## config.mk

```make
export PLATFORM = sky130hd
export DESIGN_NAME = dec_stopwatch_ctrl
export DESIGN_NICKNAME = d
export VERILOG_FILES = /design/src/rtl/dec_stopwatch_ctrl.sv
export SDC_FILE = /design/constraint.sdc
export NUM_CORES = 1
export LEC_CHECK = 0
export BUFFER_PORTS_ARGS = -buffer_cell sky130_fd_sc_hd__buf_4
export CAP_MARGIN = 30
export CELL_PAD_IN_SITES_DETAIL_PLACEMENT = 1
export CELL_PAD_IN_SITES_GLOBAL_PLACEMENT = 1
export CORE_MARGIN = 1.5
export CORE_UTILIZATION = 40
export DETAILED_ROUTE_END_ITERATION = 12
export PLACE_DENSITY = 0.86
export SYNTH_ARGS = -nofsm -noshare
export SYNTH_HDL_FRONTEND = slang
export SYNTH_SLANG_ARGS = --single-unit
```

## constraint.sdc

```tcl
create_clock -name clk -period 4.5 [get_ports clk]
set_input_delay 0.225 -clock clk [delete_from_list [all_inputs] [get_ports clk]]
set_output_delay 0.225 -clock clk [all_outputs]
set_load 0.01 [all_outputs]
```

## src/rtl/dec_stopwatch_ctrl.sv

```systemverilog
// dec_stopwatch_ctrl: run/pause/idle sequencer for a cascaded BCD stopwatch.
// Prescaled tick, digit carry chain, lap capture and wrap-around overflow pulse.
`timescale 1ns/1ps
`default_nettype none

module dec_stopwatch_ctrl #(
  parameter int DIGITS   = 4,
  parameter int TICK_DIV = 10
) (
  input  logic                clk,
  input  logic                reset,
  input  logic                start,
  input  logic                stop,
  input  logic                clear,
  input  logic                lap,
  output logic [4*DIGITS-1:0] counter,
  output logic [4*DIGITS-1:0] lap_value,
  output logic                lap_valid,
  output logic                running,
  output logic                overflow
);

  localparam int PW = (TICK_DIV > 1) ? $clog2(TICK_DIV) : 1;
  localparam logic [PW-1:0] PRE_LAST = PW'(TICK_DIV - 1);

  typedef enum logic [1:0] {
    IDLE  = 2'b00,
    RUN   = 2'b01,
    PAUSE = 2'b10
  } state_t;

  state_t              state;
  state_t              state_next;
  logic [PW-1:0]       presc;
  logic                tick;
  logic [DIGITS:0]     carry;
  logic [4*DIGITS-1:0] cnt_next;

  always_comb begin
    state_next = state;
    case (state)
      IDLE:    if (start && !stop && !clear) state_next = RUN;
      RUN: begin
        if (clear)     state_next = IDLE;
        else if (stop) state_next = PAUSE;
      end
      PAUSE: begin
        if (clear)                state_next = IDLE;
        else if (start && !stop)  state_next = RUN;
      end
      default: state_next = IDLE;
    endcase
  end

  assign tick     = (state == RUN) && (presc == PRE_LAST);
  assign carry[0] = tick;

  // carry[i+1] is high when the tick ripples through digits 0..i, all at 9
  for (genvar i = 0; i < DIGITS; i++) begin : g_digit
    logic [3:0] d;
    assign d                  = counter[4*i +: 4];
    assign carry[i+1]         = carry[i] && (d == 4'd9);
    assign cnt_next[4*i +: 4] = !carry[i]    ? d :
                                (d == 4'd9)  ? 4'd0 : d + 4'd1;
  end

  always_ff @(posedge clk) begin
    if (reset) begin
      state     <= IDLE;
      presc     <= '0;
      counter   <= '0;
      lap_value <= '0;
      lap_valid <= 1'b0;
      running   <= 1'b0;
      overflow  <= 1'b0;
    end else begin
      state    <= state_next;
      running  <= (state_next == RUN);
      overflow <= 1'b0;
      if (clear) begin
        presc     <= '0;
        counter   <= '0;
        lap_value <= '0;
        lap_valid <= 1'b0;
      end else begin
        if (state == RUN)
          presc <= (presc == PRE_LAST) ? '0 : presc + 1'b1;
        counter  <= cnt_next;
        overflow <= carry[DIGITS];
        // lap sees the pre-increment value when it coincides with a tick
        if (lap && state != IDLE) begin
          lap_value <= counter;
          lap_valid <= 1'b1;
        end
      end
    end
  end

endmodule

`default_nettype wire

```

Yosys cells after proc, flatten, opt, wreduce, memory -nomap -nowiden
Index checks and enable logic that the tools add are counted.

word-level totals
  register bits after elaboration = 41
  latch bits = 0
  bits in writable memories = 0
  memory bits (read-only) = 0
  input port bits = 6
  output and inout bits = 35
  word-level logic and storage cells = 47
  memories = 0

operators by class
  add/subtract/negate cells = 5
  multiply operators = 0
  divide/modulo/power cells = 0
  magnitude comparators = 0
  equal/unequal tests = 8
  shifts and indexed selects = 0
  multiplexer cells = 11
  bitwise gates (word level) = 0
  reductions and logical operators = 13

operator list
  operator                                                          count
  4-bit by 1-bit adder with 4-bit output (second input constant)    5
  4-bit == test (second input constant)                             5
  4-bit two-way mux                                                 5
  2-bit two-way mux                                                 5
  1-bit logical AND                                                 8
  2-bit case mux with 3 select lines                                1
  2-bit by 1-bit == test with 1-bit output (second input constant)  2
  2-bit == test (second input constant)                             1
  1-bit logical NOT                                                 2
  2-bit logical NOT                                                 1
  2-bit nonzero test                                                1
  2-bit OR reduction                                                1

Depth between registers and ports, before layout
Gate-level depths: netlist of the first run.

  depth in word-level cells = 6
  mapped depth = 7

Worst setup path after synthesis of the first run
Ideal clock, no wire load.

  path kind = flip-flop to flip-flop
  start point = register counter[3]
  end point = register counter[11]
  setup time = 0.074 ns
  arrival = 1.825 ns
  required time = 4.426 ns
  setup slack = 2.601 ns
  cell stages (with the launch flop) = 5
  path buffers = 0
  cell sequence = dfxtp_1 > or3b_1 > or3_4 > or4_1 > a31oi_1

between the ends
  cells in the longest elaborated chain, start to end = 3

RTL lines
  what                            line  text
  start, declared                 16    output logic [4*DIGITS-1:0] counter,
  start signal, assigned          88    counter <= cnt_next;
  4-bit == test                   62    assign carry[i+1] = carry[i] && (d == 4'd9);
  1-bit logical AND (2 in a row)  62

No other way between the ends.
A chain may end at the register's enable or synchronous reset.

Worst setup path after layout of the first run
  start point = register presc[1]
  end point = register counter[15]

between the ends
  cells in the longest elaborated chain, start to end = 5

RTL lines
  what                            line  text
  start, declared                 34    logic [PW-1:0] presc;
  start signal, assigned          87    presc <= (presc == PRE_LAST) ? '0 : presc + 1'b1;
  4-bit == test                   55    assign tick = (state == RUN) && (presc == PRE_LAST);
  1-bit logical AND               55
  1-bit logical AND (3 in a row)  62

No other way between the ends.

==> results.json, run 1 <==
{
  "run_status": "complete, no violations",
  "placement.io_buffers": 40,
  "cts-htree-levels": 2,
  "core_area_sq_um": 4320,
  "final_core_util_pct": 51.3,
  "layout.filler_cells": 535,
  "synth-seq-area-share_pct": 46.2,
  "detailedPlace.worstSlack_ns": 2.39,
  "clock-sinks": 41,
  "routed_wl_mm": 4.74,
  "cts-resized-gates": 0,
  "skew_ns": 0.00650,
  "cp_cell_sequence": "nor3b_1 > nand4_1 > or2_2 > a311o_1",
  "first_global_vias": 1639,
  "num_vias": 1685,
  "final_cell_area_sq_um": 2220,
  "io-pin-count": 41,
  "clock_path_buffers": 2,
  "timing.hold.worst.class": "input pin to flip-flop",
  "cts_setup_buffers": 0,
  "drive_above_1_share_pct": 19.9,
  "gpl.final_weighted_congestion": 0.881,
  "worst_path_dominant_cell_family": "simple AND/OR/NAND/NOR gates",
  "final_cell_mix": "41 x dfxtp_1, 41 x buf_4, 39 x nand2_1",
  "timing.final.setup_violations": 0,
  "synth_seq_cells": 41,
  "n_antenna_cell": 0,
  "synth.net_count": 225,
  "maxSlewViolCount": 0,
  "peakVddDrop_v": 0.000182,
  "start_util_pct": 41.1,
  "syn_area_per_cell_sq_um": 8.11,
  "maximum_number_of_pins_on_one_net_before_global_route_repair": 38,
  "cp_data_arrival_time_ns": 2.34,
  "cts_inserted_buffers": 5,
  "clock.fmax_ghz": 0.466,
  "clk-insertion-delay-late_ns": 0.30,
  "initialDrtViolationCount": 86,
  "grt_setup_unrepaired": "false",
  "wl_met2_mm": 2.38,
  "die_w_microns": 69.6,
  "path_class": "flip-flop to flip-flop",
  "synth_enable_flop_cells": 0,
  "cp_max_fo": 6,
  "postLayoutSetupSlackWorst_ns": 2.36,
  "rows": 24,
  "worst_path_max_delay_cell": "nor3b_1",
  "area_growth_pct": 24.9,
  "total_power_mw": 0.690,
  "yosysWarnings": 0,
  "p_per_area_nw_per_um2": 311,
  "syn_area_sq_um": 1780,
  "final_min_period_over_clock_period_pct": 47.6,
  "syn-instance-count": 219,
  "die_area_sq_um": 4850,
  "dpl.hpwl_mm": 3.22,
  "placement.cell_area_sq_um": 2100,
  "relSlewSlack_pct": 52.4,
  "cts.root.buffer_cell": "clkbuf_8",
  "cts_hold_repair.buffers": 0,
  "detail_route.vias_per_cell": 5.47,
  "wire_length_of_the_first_global_routing_pass_mm": 7.86,
  "met3WireLength_microns": 204,
  "tritoncts_clock_tree": "done",
  "cp_buf_inv_count": 0,
  "cp_startpoint_kind": "flip-flop",
  "static-leakage-power_nw": 0.777,
  "final_period_minus_worst_setup_slack_ns": 2.14,
  "highest_layer": "met4",
  "path_clk_slew_ns": 0.08,
  "initial_antenna_violation_count": 0,
  "synthFlopType": "dfxtp_1",
  "setup-tns-final_ns": 0,
  "max_cap_viol_count": 0,
  "drt_pass_1_iters": 4,
  "met1_length_mm": 2.10,
  "chipHeight_microns": 69.6,
  "gr-usage-all-layers_pct": 20.4,
  "route.detailed.drc": 0,
  "required_ns": 4.69,
  "sort_of_element_at_the_end_of_the_critical_path": "flip-flop",
  "finalNetCount": 261,
  "unique_masters_post_synth": 37,
  "gr-total-overflow": 0,
  "tightestPinTransition_ns": 0.713,
  "ys_async_sr_fraction_pct": 0,
  "antenna_violating_nets_left": 0,
  "worst_path_largest_cell_delay_ns": 0.61,
  "hold_violations": 0,
  "drt-wirelength-per-cell_microns": 15.4
}
[where the power goes]
group,switching (mW),internal [mW]
Combinational,0.0113,0.00550
Sequential,0.00105,0.363
Clock,0.128,0.181
Total,0.140,0.550
[registers in the layout, indices dropped and copies added (netlist names)]
signal     flops
overflow       1
counter       16
presc          4
state          2
lap_valid      1
lap_value     16
running        1
[cells in the mapped netlist, types with 5 or more instances]
cell type / number / area (sq um)
a21oi_1: 28 / 140
clkbuf_1: 11 / 41.3
dfxtp_1: 41 / 821
inv_1: 6 / 22.5
nand2_1: 39 / 146
nand3_1: 6 / 30.0
nand4_1: 5 / 31.3
nor2_1: 14 / 52.6
nor2b_1: 8 / 50.1
o21ai_0: 9 / 45.0
or4_1: 5 / 37.5
[metal layers]
layer | up-vias | GRT usage (%)
met2 | 36 | 35.6
met5 | - | 0
met4 | 0 | 7.48
li1 | 840 | -
met1 | 800 | 23.9
met3 | 9 | 5.52
[area by class of cell]
cell class                      count  area, sq um  area share, %
Tap cell                           52         65.1           2.93
Inverter                            6         22.5           1.02
Timing Repair Buffer               41          308           13.9
Multi-Input combinational cell    160          886           39.9
Clock inverter                      1         30.0           1.35
Sequential cell                    41          821           37.0
Clock buffer                        7         86.3           3.89
[worst reg2reg max path, delay by kind of cell, from the launching register on]
kind / cells / cell delay, ns
compound gates: 1 / 0.35
flops: 1 / 0.36
simple gates: 3 / 1.33
[kinds of logic after synthesis]
group / after synthesis / synth area share [%]
buffers and inverters: 18 / 3.88
and+or+nand+nor: 100 / 29.2
xor gates and xnor gates: 6 / 2.96
DFF: 41 / 46.2
AOI/OAI and AO/OA: 54 / 17.7
[through the flow]
stage,hold WS (ns),instances
3_5_place_dp,0.419,300
4_1_cts,0.0998,308
3_3_place_gp,0.415,299
6_report,0.107,308
5_1_grt,0.0943,308
2_1_floorplan,0.308,219
[final timing paths]
kind                       from  depth (start not counted)             to  slack, ns
setup / recovery       presc[1]                          4    counter[15]       2.36
hold / removal             stop                          2       state[0]       0.11
setup reg to reg       presc[1]                          4    counter[15]       2.36
hold reg to reg   lap_value[14]                          2  lap_value[14]       0.46
Note: power is estimated with default switching activity, not from simulation.
==> inputs of run 2 (changes only) <==
--- a/config.mk
+++ b/config.mk
@@ -5,14 +5,15 @@
 export SDC_FILE = /design/constraint.sdc
 export NUM_CORES = 1
 export LEC_CHECK = 0
+export ABC_AREA = 1
 export BUFFER_PORTS_ARGS = -buffer_cell sky130_fd_sc_hd__buf_4
 export CAP_MARGIN = 30
 export CELL_PAD_IN_SITES_DETAIL_PLACEMENT = 1
 export CELL_PAD_IN_SITES_GLOBAL_PLACEMENT = 1
 export CORE_MARGIN = 1.5
-export CORE_UTILIZATION = 40
+export CORE_UTILIZATION = 38
 export DETAILED_ROUTE_END_ITERATION = 12
-export PLACE_DENSITY = 0.86
+export PLACE_DENSITY = 0.84
 export SYNTH_ARGS = -nofsm -noshare
 export SYNTH_HDL_FRONTEND = slang
 export SYNTH_SLANG_ARGS = --single-unit
==> constraint.sdc (replaced) <==
create_clock -name clk -period 2.1 [get_ports clk]
set_input_delay 0.105 -clock clk [delete_from_list [all_inputs] [get_ports clk]]
set_output_delay 0.105 -clock clk [all_outputs]
set_load 0.01 [all_outputs]
==> run 2 against run 1 <==
Against the previous run:
- cell area up 0.45%
- sequential power up 120%
- sequential cell count unchanged
- critical path type is now input pin to flip-flop
- largest cell class is now sequential cells
- highest routed layer unchanged
==> results.json, run 2 <==
{
  "run_status": "complete, no violations",
  "final_min_period_over_clock_period_pct": 73.7,
  "drt-wirelength-per-cell_microns": 13.8,
  "wl_met2_mm": 2.23,
  "worstReg2RegStart": "state[0]",
  "yosysWarnings": 0,
  "sort_of_element_at_the_end_of_the_critical_path": "flip-flop",
  "dpl.hpwl_mm": 3.35,
  "path_clk_slew_ns": 0.08,
  "num_vias": 1717,
  "initialDrtViolationCount": 65,
  "synthTopCellsByCount": "41 x dfxtp_1, 38 x nand2_1, 30 x nor2_1",
  "met3WireLength_microns": 180,
  "skew_ns": 0.00413,
  "cts_setup_buffers": 0,
  "peakVddDrop_v": 0.000444,
  "cp_max_fo": 13,
  "detail_route.vias_per_cell": 5.14,
  "final_cell_area_sq_um": 2230,
  "die_w_microns": 71.4,
  "p_per_area_nw_per_um2": 603,
  "start_util_pct": 40.2,
  "cp_data_arrival_time_ns": 1.77,
  "clock_path_buffers": 2,
  "core_area_sq_um": 4410,
  "drive_above_1_share_pct": 23.8,
  "syn-instance-count": 238,
  "die_area_sq_um": 5090,
  "yosysMostFrequentCell": "dfxtp_1",
  "first_global_vias": 1743,
  "top_regs": "counter (16), lap_value (16), presc (4)",
  "rows": 24,
  "cts.root.buffer_cell": "clkbuf_8",
  "setup-tns-final_ns": 0,
  "placement.cell_area_sq_um": 2140,
  "cts-resized-gates": 0,
  "startpoint": "reset",
  "tightestPinTransition_ns": 0.461,
  "grt_setup_unrepaired": "false",
  "worst_hold_check_slack_ns": 0.0789,
  "cp_startpoint_kind": "input pin",
  "area_growth_pct": 25.4,
  "gr-total-overflow": 0,
  "layout.cells.most_common": "buf_4",
  "cts_inserted_buffers": 5,
  "initial_antenna_violation_count": 0,
  "syn_area_per_cell_sq_um": 7.47,
  "synth.net_count": 244,
  "static-leakage-power_nw": 0.905,
  "met1_length_mm": 2.13,
  "routed_wl_mm": 4.61,
  "tritoncts_clock_tree": "done",
  "ys_async_sr_fraction_pct": 0,
  "clock.fmax_ghz": 0.646,
  "highest_layer": "met4",
  "synth_enable_flop_cells": 0,
  "syn_area_sq_um": 1780,
  "final_cell_mix": "43 x buf_4, 41 x dfxtp_1, 38 x nand2_1",
  "hold_violations": 0,
  "unique_masters_post_synth": 28,
  "cts-htree-levels": 2,
  "synthFlopType": "dfxtp_1",
  "clk-insertion-delay-late_ns": 0.29,
  "timing.final.setup_violations": 0,
  "maximum_number_of_pins_on_one_net_before_global_route_repair": 20,
  "postLayoutSetupSlackWorst_ns": 0.552,
  "required_ns": 2.32,
  "final_period_minus_worst_setup_slack_ns": 1.55,
  "min-delay-start": "clear",
  "antenna_violating_nets_left": 0,
  "chipHeight_microns": 71.4,
  "post-synth-top-area-cell": "dfxtp_1",
  "synth-seq-area-share_pct": 46.2,
  "placement.io_buffers": 40,
  "cts_hold_repair.buffers": 1,
  "synth.top_cell.area_share_pct": 46.2,
  "clock-sinks": 41,
  "synth_seq_cells": 41,
  "timing.hold.worst.class": "input pin to flip-flop",
  "finalNetCount": 287,
  "route.detailed.drc": 0,
  "relSlewSlack_pct": 69.2,
  "n_antenna_cell": 0,
  "max_cap_viol_count": 0,
  "path_class": "input pin to flip-flop",
  "gpl.final_weighted_congestion": 0.769,
  "wire_length_of_the_first_global_routing_pass_mm": 8.22,
  "detailedPlace.worstSlack_ns": 0.575,
  "gr-usage-all-layers_pct": 20.4,
  "drt_pass_1_iters": 4,
  "maxSlewViolCount": 0,
  "synth.area.top_cells": "dfxtp_1 46%, nand2_1 8.0%, a21oi_1 6.5%",
  "io-pin-count": 41
}
-- run 2: changes by cell type in the layout (fill, tap and decap cells not counted), moves of 5 or more --
cell     change
inv_1       +18
nor2_1      +16
o21ai_0     +14
nand3_1      +8
nor2b_1      -7
a21oi_1      -5
or4_1        -5
-- run 2: stage by stage --
step                std cells  power (mW)  utilization [%]
detailed placement        325       0.867             48.4
global placement          325       0.865             48.4
finish                    334        1.34             50.5
floorplan                 238       0.839                -
global route              334        1.41             50.5
CTS                       334        1.37             50.5
-- run 2: final cells by class --
class,count,area (sq um)
Timing Repair Buffer,45,353
Fill cell,579,2190
Multi-Input combinational cell,161,806
Inverter,27,101
Clock buffer,6,72.6
Tap cell,52,65.1
Sequential cell,41,821
Clock inverter,2,10.0
-- run 2: cell families (layout without fill, tap and decap cells) --
logic type                after synthesis  after routing  synth area share (%)
AOI/OAI and AO/OA                      53             53                  15.7
xor gates and xnor gates                1              1                 0.493
buffers and inverters                  36             80                  8.45
DFF                                    41             41                  46.2
and+or+nand+nor                       107            107                  29.2
-- run 2: power breakdown --
| group | switching, mW | internal (mW) | total [mW] |
|---|---|---|---|
| Sequential | 0.00424 | 0.783 | 0.787 |
| Combinational | 0.0363 | 0.0260 | 0.0623 |
| Clock | 0.265 | 0.230 | 0.495 |
| Total | 0.305 | 1.04 | 1.34 |
-- run 2: path summary, 6_finish.rpt --
kind	endpoint	slack, ns	cells past startpoint
hold / removal	state[1]	0.08	4
hold reg to reg	lap_valid	0.48	2
setup / recovery	presc[0]	0.55	7
setup reg to reg	counter[11]	0.56	7
-- run 2: critical path: stages --
cell           delay (ns)
dlygate4sd3_1        0.54
buf_4                0.13
or2_2                0.40
inv_1                0.11
buf_4                0.19
o21ai_0              0.14
a21oi_1              0.15
-- run 2: metal layers --
layer	vias to the layer above	track usage [%]
li1	867	-
met1	813	26.8
met2	31	33.4
met3	6	4.92
met4	0	6.29
met5	-	0
